[src/rtl/imem_arbiter.sv]
// Two-port instruction-memory arbiter: a fetch port and a loader/debug port share one
// single-port memory, with round-robin arbitration, a loader lock and a fetch starvation guard.
module imem_arbiter #(
  parameter int DEPTH_LOG2 = 8,
  parameter int MAX_WAIT   = 4
) (
  input  logic                  clk,
  input  logic                  rst_n,
  // fetch port
  input  logic                  f_req,
  input  logic [31:0]           f_addr,
  output logic                  f_gnt,
  output logic                  f_rvalid,
  output logic [31:0]           f_rdata,
  output logic                  f_err,
  // loader / debug port
  input  logic                  l_req,
  input  logic                  l_we,
  input  logic [31:0]           l_addr,
  input  logic [31:0]           l_wdata,
  input  logic                  l_lock,
  output logic                  l_gnt,
  output logic                  l_rvalid,
  output logic [31:0]           l_rdata,
  output logic                  l_err,
  // memory side
  output logic                  mem_en,
  output logic                  mem_we,
  output logic [DEPTH_LOG2-1:0] mem_addr,
  output logic [31:0]           mem_wdata,
  input  logic [31:0]           mem_rdata
);

  localparam int CW = $clog2(MAX_WAIT + 1);
  localparam logic [CW-1:0] WAIT_MAX = CW'(MAX_WAIT);

  typedef enum logic {
    OWN_F = 1'b0,
    OWN_L = 1'b1
  } owner_e;

  owner_e          last_q, last_d;
  logic [CW-1:0]   wait_q, wait_d;
  logic            rsp_vld_q, rsp_vld_d;
  owner_e          rsp_own_q, rsp_own_d;
  logic            rsp_err_q, rsp_err_d;

  logic            any_gnt;
  logic [31:0]     acc_addr;
  logic            acc_err;
  logic            acc_we;
  logic [31:0]     rsp_data;

  // Misaligned or beyond the last implemented word.
  function automatic logic addr_err(input logic [31:0] a);
    return (a[1:0] != 2'b00) || ((a >> (DEPTH_LOG2 + 2)) != 32'd0);
  endfunction

  // Grant selection; the starvation guard overrides the loader lock.
  always_comb begin
    f_gnt = 1'b0;
    l_gnt = 1'b0;
    if (rst_n) begin
      if (f_req && l_req) begin
        if (wait_q == WAIT_MAX) begin
          f_gnt = 1'b1;
        end else if (l_lock) begin
          l_gnt = 1'b1;
        end else if (last_q == OWN_L) begin
          f_gnt = 1'b1;
        end else begin
          l_gnt = 1'b1;
        end
      end else begin
        f_gnt = f_req;
        l_gnt = l_req;
      end
    end
  end

  always_comb begin
    any_gnt   = f_gnt | l_gnt;
    acc_addr  = l_gnt ? l_addr : f_addr;
    acc_err   = addr_err(acc_addr);
    acc_we    = l_gnt & l_we;
    mem_en    = any_gnt & ~acc_err;
    mem_we    = mem_en & acc_we;
    mem_addr  = mem_en ? acc_addr[DEPTH_LOG2+1:2] : '0;
    mem_wdata = mem_we ? l_wdata : 32'd0;
  end

  always_comb begin
    last_d = last_q;
    if (f_gnt) begin
      last_d = OWN_F;
    end else if (l_gnt) begin
      last_d = OWN_L;
    end

    wait_d = '0;
    if (f_req && !f_gnt) begin
      wait_d = (wait_q == WAIT_MAX) ? wait_q : wait_q + CW'(1);
    end

    // Plain writes complete silently; reads and every error get a response.
    rsp_vld_d = any_gnt & (acc_err | ~acc_we);
    rsp_own_d = l_gnt ? OWN_L : OWN_F;
    rsp_err_d = any_gnt & acc_err;
  end

  always_ff @(posedge clk or negedge rst_n) begin
    if (!rst_n) begin
      last_q    <= OWN_L;
      wait_q    <= '0;
      rsp_vld_q <= 1'b0;
      rsp_own_q <= OWN_F;
      rsp_err_q <= 1'b0;
    end else begin
      last_q    <= last_d;
      wait_q    <= wait_d;
      rsp_vld_q <= rsp_vld_d;
      rsp_own_q <= rsp_own_d;
      rsp_err_q <= rsp_err_d;
    end
  end

  // Response stage: memory data arrives one cycle after the strobe.
  always_comb begin
    rsp_data = rsp_err_q ? 32'd0 : mem_rdata;
    f_rvalid = rsp_vld_q & (rsp_own_q == OWN_F);
    l_rvalid = rsp_vld_q & (rsp_own_q == OWN_L);
    f_rdata  = f_rvalid ? rsp_data : 32'd0;
    l_rdata  = l_rvalid ? rsp_data : 32'd0;
    f_err    = f_rvalid & rsp_err_q;
    l_err    = l_rvalid & rsp_err_q;
  end

endmodule

[config.mk]
export PLATFORM = sky130hd
export DESIGN_NAME = imem_arbiter
export DESIGN_NICKNAME = d
export VERILOG_FILES = /design/src/rtl/imem_arbiter.sv
export SDC_FILE = /design/constraint.sdc
export NUM_CORES = 1
export LEC_CHECK = 0
export ABC_CLOCK_PERIOD_IN_PS = 5070
export BUFFER_PORTS_ARGS = -buffer_cell sky130_fd_sc_hd__buf_2
export CORE_AREA = 2 2 96 98
export DETAILED_ROUTE_END_ITERATION = 8
export DIE_AREA = 0 0 98 100
export PLACE_DENSITY = 0.61
export SYNTH_ARGS = -nofsm -noshare
export SYNTH_HDL_FRONTEND = slang
export SYNTH_SLANG_ARGS = --single-unit
export TNS_END_PERCENT = 100
[constraint.sdc]
create_clock -name clk -period 5.07 [get_ports clk]
set_clock_uncertainty 0.2 [all_clocks]
set_input_delay 0.2535 -clock clk [delete_from_list [all_inputs] [get_ports clk]]
set_output_delay 0.2535 -clock clk [all_outputs]
set_load 0.03 [all_outputs]
Word-level counts from Yosys, hierarchy flattened
Index checks and enable logic that the tools add are counted.

Output and inout bits: 112. Bits in registers: 7. Bits of input ports: 134. Logic and storage cells: 50.

Add/subtract/negate cells: 1. Reductions and logical operators: 7. Muxes and demuxes: 21. Equality and inequality tests: 2. Bitwise logic cells: 14.

Operators by type and width (number): 32-bit 2-to-1 mux (5); 32-bit nonzero test (1); 1-bit 2-to-1 mux (13); 1-bit AND (9); 8-bit 2-to-1 mux (1); 3-bit 2-to-1 mux (2); 2-bit nonzero test (2); 3-bit by 1-bit adder with 3-bit output, second input constant (1); 3-bit == test, second input constant (1); 1-bit NOT (3); 1-bit logical AND (2); 2-bit inequality test, second input constant (1); 1-bit OR (2); 1-bit zero test (1); 1-bit logical OR (1).

Depth between registers and ports, before layout
Word-level depth: 12. Depth in mapped cells: 11. Gate-level depth less buffers: 8.

Least setup slack after synthesis
OpenSTA, ideal clock, no wires.

Kind: register to output. Start point: reg wait_q[0]. End point: out mem_addr[0]. Cell stages (with the launch flop): 11. Slack: 2.554 ns. Data required time: 4.617 ns. Arrival: 2.063 ns. Cells stage by stage: dfrtp_1 > inv_1 > ha_1 > nand2_1 > o21ai_1 > a21o_1 > buf_4 > inv_1 > buf_2 > nand3_1 > a21oi_1.

Longest elaborated chain between the ends: 10. Elaborated cells on any way between the ends: 15.

Ends and longest elaborated chain: start: declaration (line 43) `logic [CW-1:0] wait_q, wait_d;`; start signal: assignment (line 120) `wait_q <= wait_d;`; 3-bit == test (*) (line 65) `if (wait_q == WAIT_MAX) begin`; 1-bit 2-to-1 mux (*) (line 65); 1-bit 2-to-1 mux (*) (line 64) `if (f_req && l_req) begin`; 1-bit 2-to-1 mux (*) (line 63) `if (rst_n) begin`; net l_gnt (line 22) `output logic l_gnt,`; 32-bit 2-to-1 mux (line 83) `acc_addr = l_gnt ? l_addr : f_addr;`; 32-bit nonzero test / 2-bit nonzero test (equally long branches) (line 56) `return (a[1:0] != 2'b00) || ((a >> (DEPTH_LOG2 + 2)) != 32'd0);`; 1-bit logical OR (line 56); 1-bit NOT (line 86) `mem_en = any_gnt & ~acc_err;`; 1-bit AND (line 86); 8-bit 2-to-1 mux (*) (line 88) `mem_addr = mem_en ? acc_addr[DEPTH_LOG2+1:2] : '0;`; end: declaration (line 29) `output logic [DEPTH_LOG2-1:0] mem_addr,`.

The timed path passes the listed nets; every way through them passes the cells marked *.

Worst setup path in the final report
Start point: reg wait_q[0]. End point: out mem_wdata[0].

Longest elaborated chain between the ends: 11. Elaborated cells on any way between the ends: 17.

Ends and longest elaborated chain: 3-bit == test (*) (line 65); 1-bit 2-to-1 mux (line 65); 1-bit 2-to-1 mux (line 64); 1-bit 2-to-1 mux (line 63); 32-bit 2-to-1 mux (line 83); 32-bit nonzero test / 2-bit nonzero test (equally long branches) (line 56); 1-bit logical OR (line 56); 1-bit NOT (line 86); 1-bit AND (line 86); 1-bit AND (*) (line 87) `mem_we = mem_en & acc_we;`; 32-bit 2-to-1 mux (*) (line 89) `mem_wdata = mem_we ? l_wdata : 32'd0;`; end: declaration (line 30) `output logic [31:0] mem_wdata,`.

Mark *: on every way between the ends. The rest lies on a longest branch, timed or not.

==> impl_metrics.json <==
{
  "hold_violations": 0,
  "final_nets": 601,
  "grt_pass1_vias": 2210,
  "track_usage": 0.1290,
  "ant_nets": 0,
  "drive_gt1_frac": 0.5388,
  "max_slew.worst_pin.slew_ns": 1.160,
  "wire_per_inst_um": 12.29,
  "antenna_found_initial": 0,
  "ctsResizeCount": 0,
  "rows": 35,
  "setup_tns_ns": 0,
  "leakage_nw": 1.654,
  "p_per_area_nw_per_um2": 116.7,
  "cp_cell_sequence": "inv_1, ha_1, nand2_1, o21ai_1, a21o_1, inv_1, and3_1, and2_1, buf_2",
  "nFillCells": 1009,
  "dr.pass1.iters": 4,
  "cts_sinks": 7,
  "dieArea_um2": 9800,
  "drc_errors": 0,
  "num_vias": 2382,
  "grt_pass1_wl_mm": 10.34,
  "ff2ff_path_depth": 8,
  "hold_ws_ns": 0.08775,
  "yosysWarnings": 0,
  "peakVddDrop_v": 0.00008316,
  "worstHoldPathType": "input port to flip-flop",
  "clk_pin_slew_ns": 0.04,
  "dpl.hpwl_mm": 6.118,
  "yosysUniqueCellTypes": 26,
  "stdcell_area_um2": 2575,
  "syn_nets": 367,
  "cp.depth": 9,
  "maxCapViolCount": 0,
  "rsz0062_at_grt": "false",
  "dpl_cell_area_um2": 2520,
  "critical_path_buf_inv_count": 3,
  "area_growth_syn_to_layout_pct": 105.4,
  "grt_overflow": 0,
  "worstSetupPathType": "flip-flop to primary output",
  "syn-instance-count": 231,
  "slowest_stage": "and3_1",
  "die_h_um": 100,
  "dr.first_iter.drc_count": 60,
  "core_area_um2": 8890,
  "layout_common_cells": "buf_2 (245), nor2_1 (73), nand2_1 (40)",
  "antenna_cells": 0,
  "setup.worst_path.start_class": "flip-flop",
  "min_period_ns": 3.404,
  "fin_crit_sh": 0.6713,
  "slew_viol_final": 0,
  "critPathMaxStageDelay_ns": 0.73,
  "layout_commonest_cell": "buf_2",
  "crit_path_end_kind": "primary output",
  "start_util": 0.1410,
  "cp_top_family": "simple AND/OR/NAND/NOR gates",
  "outcome": "finished, final reports clean",
  "setup_viol": 0,
  "gp_congestion": 0.8354,
  "utilization": 0.2897,
  "hold_depth": 3,
  "fmax_ghz": 0.2938,
  "cts_root_buffer": "clkbuf_8",
  "cts_tree": "built",
  "multiInputGateArea_um2": 948.4,
  "critPathMostFrequentCell": "inv_1",
  "avgViaCountPerCell": 4.143,
  "cts_buffers": 3,
  "io_buffers": 245,
  "cts_max_level": 1,
  "insertion_delay_ns": 0.22,
  "worstPathMaxFanout": 34,
  "slew_headroom": 0.2266,
  "grt_max_degree": 35,
  "synth_area_per_cell_um2": 5.427,
  "cp.arrival_ns": 2.95,
  "syn_area_um2": 1254,
  "required_ns": 4.62,
  "synth_seq_cells": 7,
  "drt-total-wl_mm": 7.066,
  "seq_area_um2": 176.4,
  "pin_count": 246,
  "seq_area_frac_synth": 0.1407,
  "die_w_um": 98,
  "cts_max_path_buffers": 2
}
==> logic make-up (layout without fill, tap and decap cells) <==
logic type,Yosys count,in the layout,synth area share
multiplexers,1,1,0.007984
flip-flops,7,7,0.1407
AND/OR/NAND/NOR,181,181,0.6637
AO/OA/AOI/OAI,14,14,0.05788
buffers and inverters,25,258,0.1028
adder cells (fa/ha/maj),2,2,0.01996
XOR/XNOR,1,1,0.006987
==> through the flow <==
stage	instances	setup slack, ns	total power [mW]
5_1_grt	575	1.377	0.3239
3_3_place_gp	570	1.986	0.2211
2_1_floorplan	231	2.554	0.1456
6_report	575	1.666	0.3005
4_1_cts	575	1.608	0.3029
3_5_place_dp	570	1.846	0.2245
==> metal layers <==
layer | share of wire | track usage | vias to the layer above
met5 | 0 | 0 | -
li1 | - | - | 1202
met4 | 0.014 | 0.02564 | 0
met1 | 0.34 | 0.1229 | 1016
met2 | 0.54 | 0.2782 | 158
met3 | 0.11 | 0.02646 | 6
==> final timing paths <==
check	to	start	slack, ns
hold reg to reg	last_q	last_q	0.28
setup / recovery	mem_wdata[0]	wait_q[0]	1.67
setup reg to reg	rsp_vld_q	wait_q[0]	2.33
max in group asynchronous	last_q	rst_n	4.22
hold / removal	last_q	l_req	0.09
min in group asynchronous	wait_q[1]	rst_n	0.21
==> cell type report <==
type                       instances  area share
clock buffer                       4     0.01749
sequential                         7     0.06851
inverter                           8     0.01166
timing repair buffer             246      0.4801
multi-input combinational        199      0.3683
tap                              111     0.05394
==> worst reg2reg max path, stage by stage (launching register included) <==
cell     delay [ns]
dfrtp_1        0.38
inv_1          0.06
ha_1           0.22
nand2_1        0.12
o21ai_1        0.09
a21o_1         0.33
inv_1          0.36
and3_1         0.73
nor2_1         0.09
==> cells in the mapped netlist <==
library cell,number,area share
a21o_1,1,0.0060
a21oi_1,10,0.040
and2_1,32,0.16
and3_1,1,0.0050
buf_2,1,0.0040
buf_4,1,0.0060
buf_6,4,0.036
clkbuf_1,11,0.033
clkinv_1,1,0.0030
dfrtp_1,6,0.12
dfstp_2,1,0.021
ha_1,2,0.020
inv_1,7,0.021
mux2i_1,1,0.0080
nand2_1,40,0.12
nand2b_1,1,0.0050
nand3_1,17,0.068
nand4_1,2,0.010
nor2_1,73,0.22
nor2_4,1,0.0090
nor2b_1,1,0.0050
nor3_1,1,0.0040
nor4_1,12,0.060
o21ai_0,2,0.0080
o21ai_1,1,0.0040
xnor2_1,1,0.0070
==> state kept, by name (all words and copies together), names as in the netlist <==
name and count:
last_q 1, rsp_own_q 1, rsp_vld_q 1, rsp_err_q 1, wait_q 3
==> timing repair <==
action,CTS,global route
buffers inserted,0,0
hold buffers,1,0
endpoints found under the hold margin,7,0
endpoints found under the setup margin,0,0
==> power by group <==
part	switching, mW	internal (mW)
sequential	0.00223	0.0610
clock	0.0233	0.0543
combinational	0.0974	0.0623
total	0.123	0.178
Note: power is estimated with default switching activity, not from simulation.
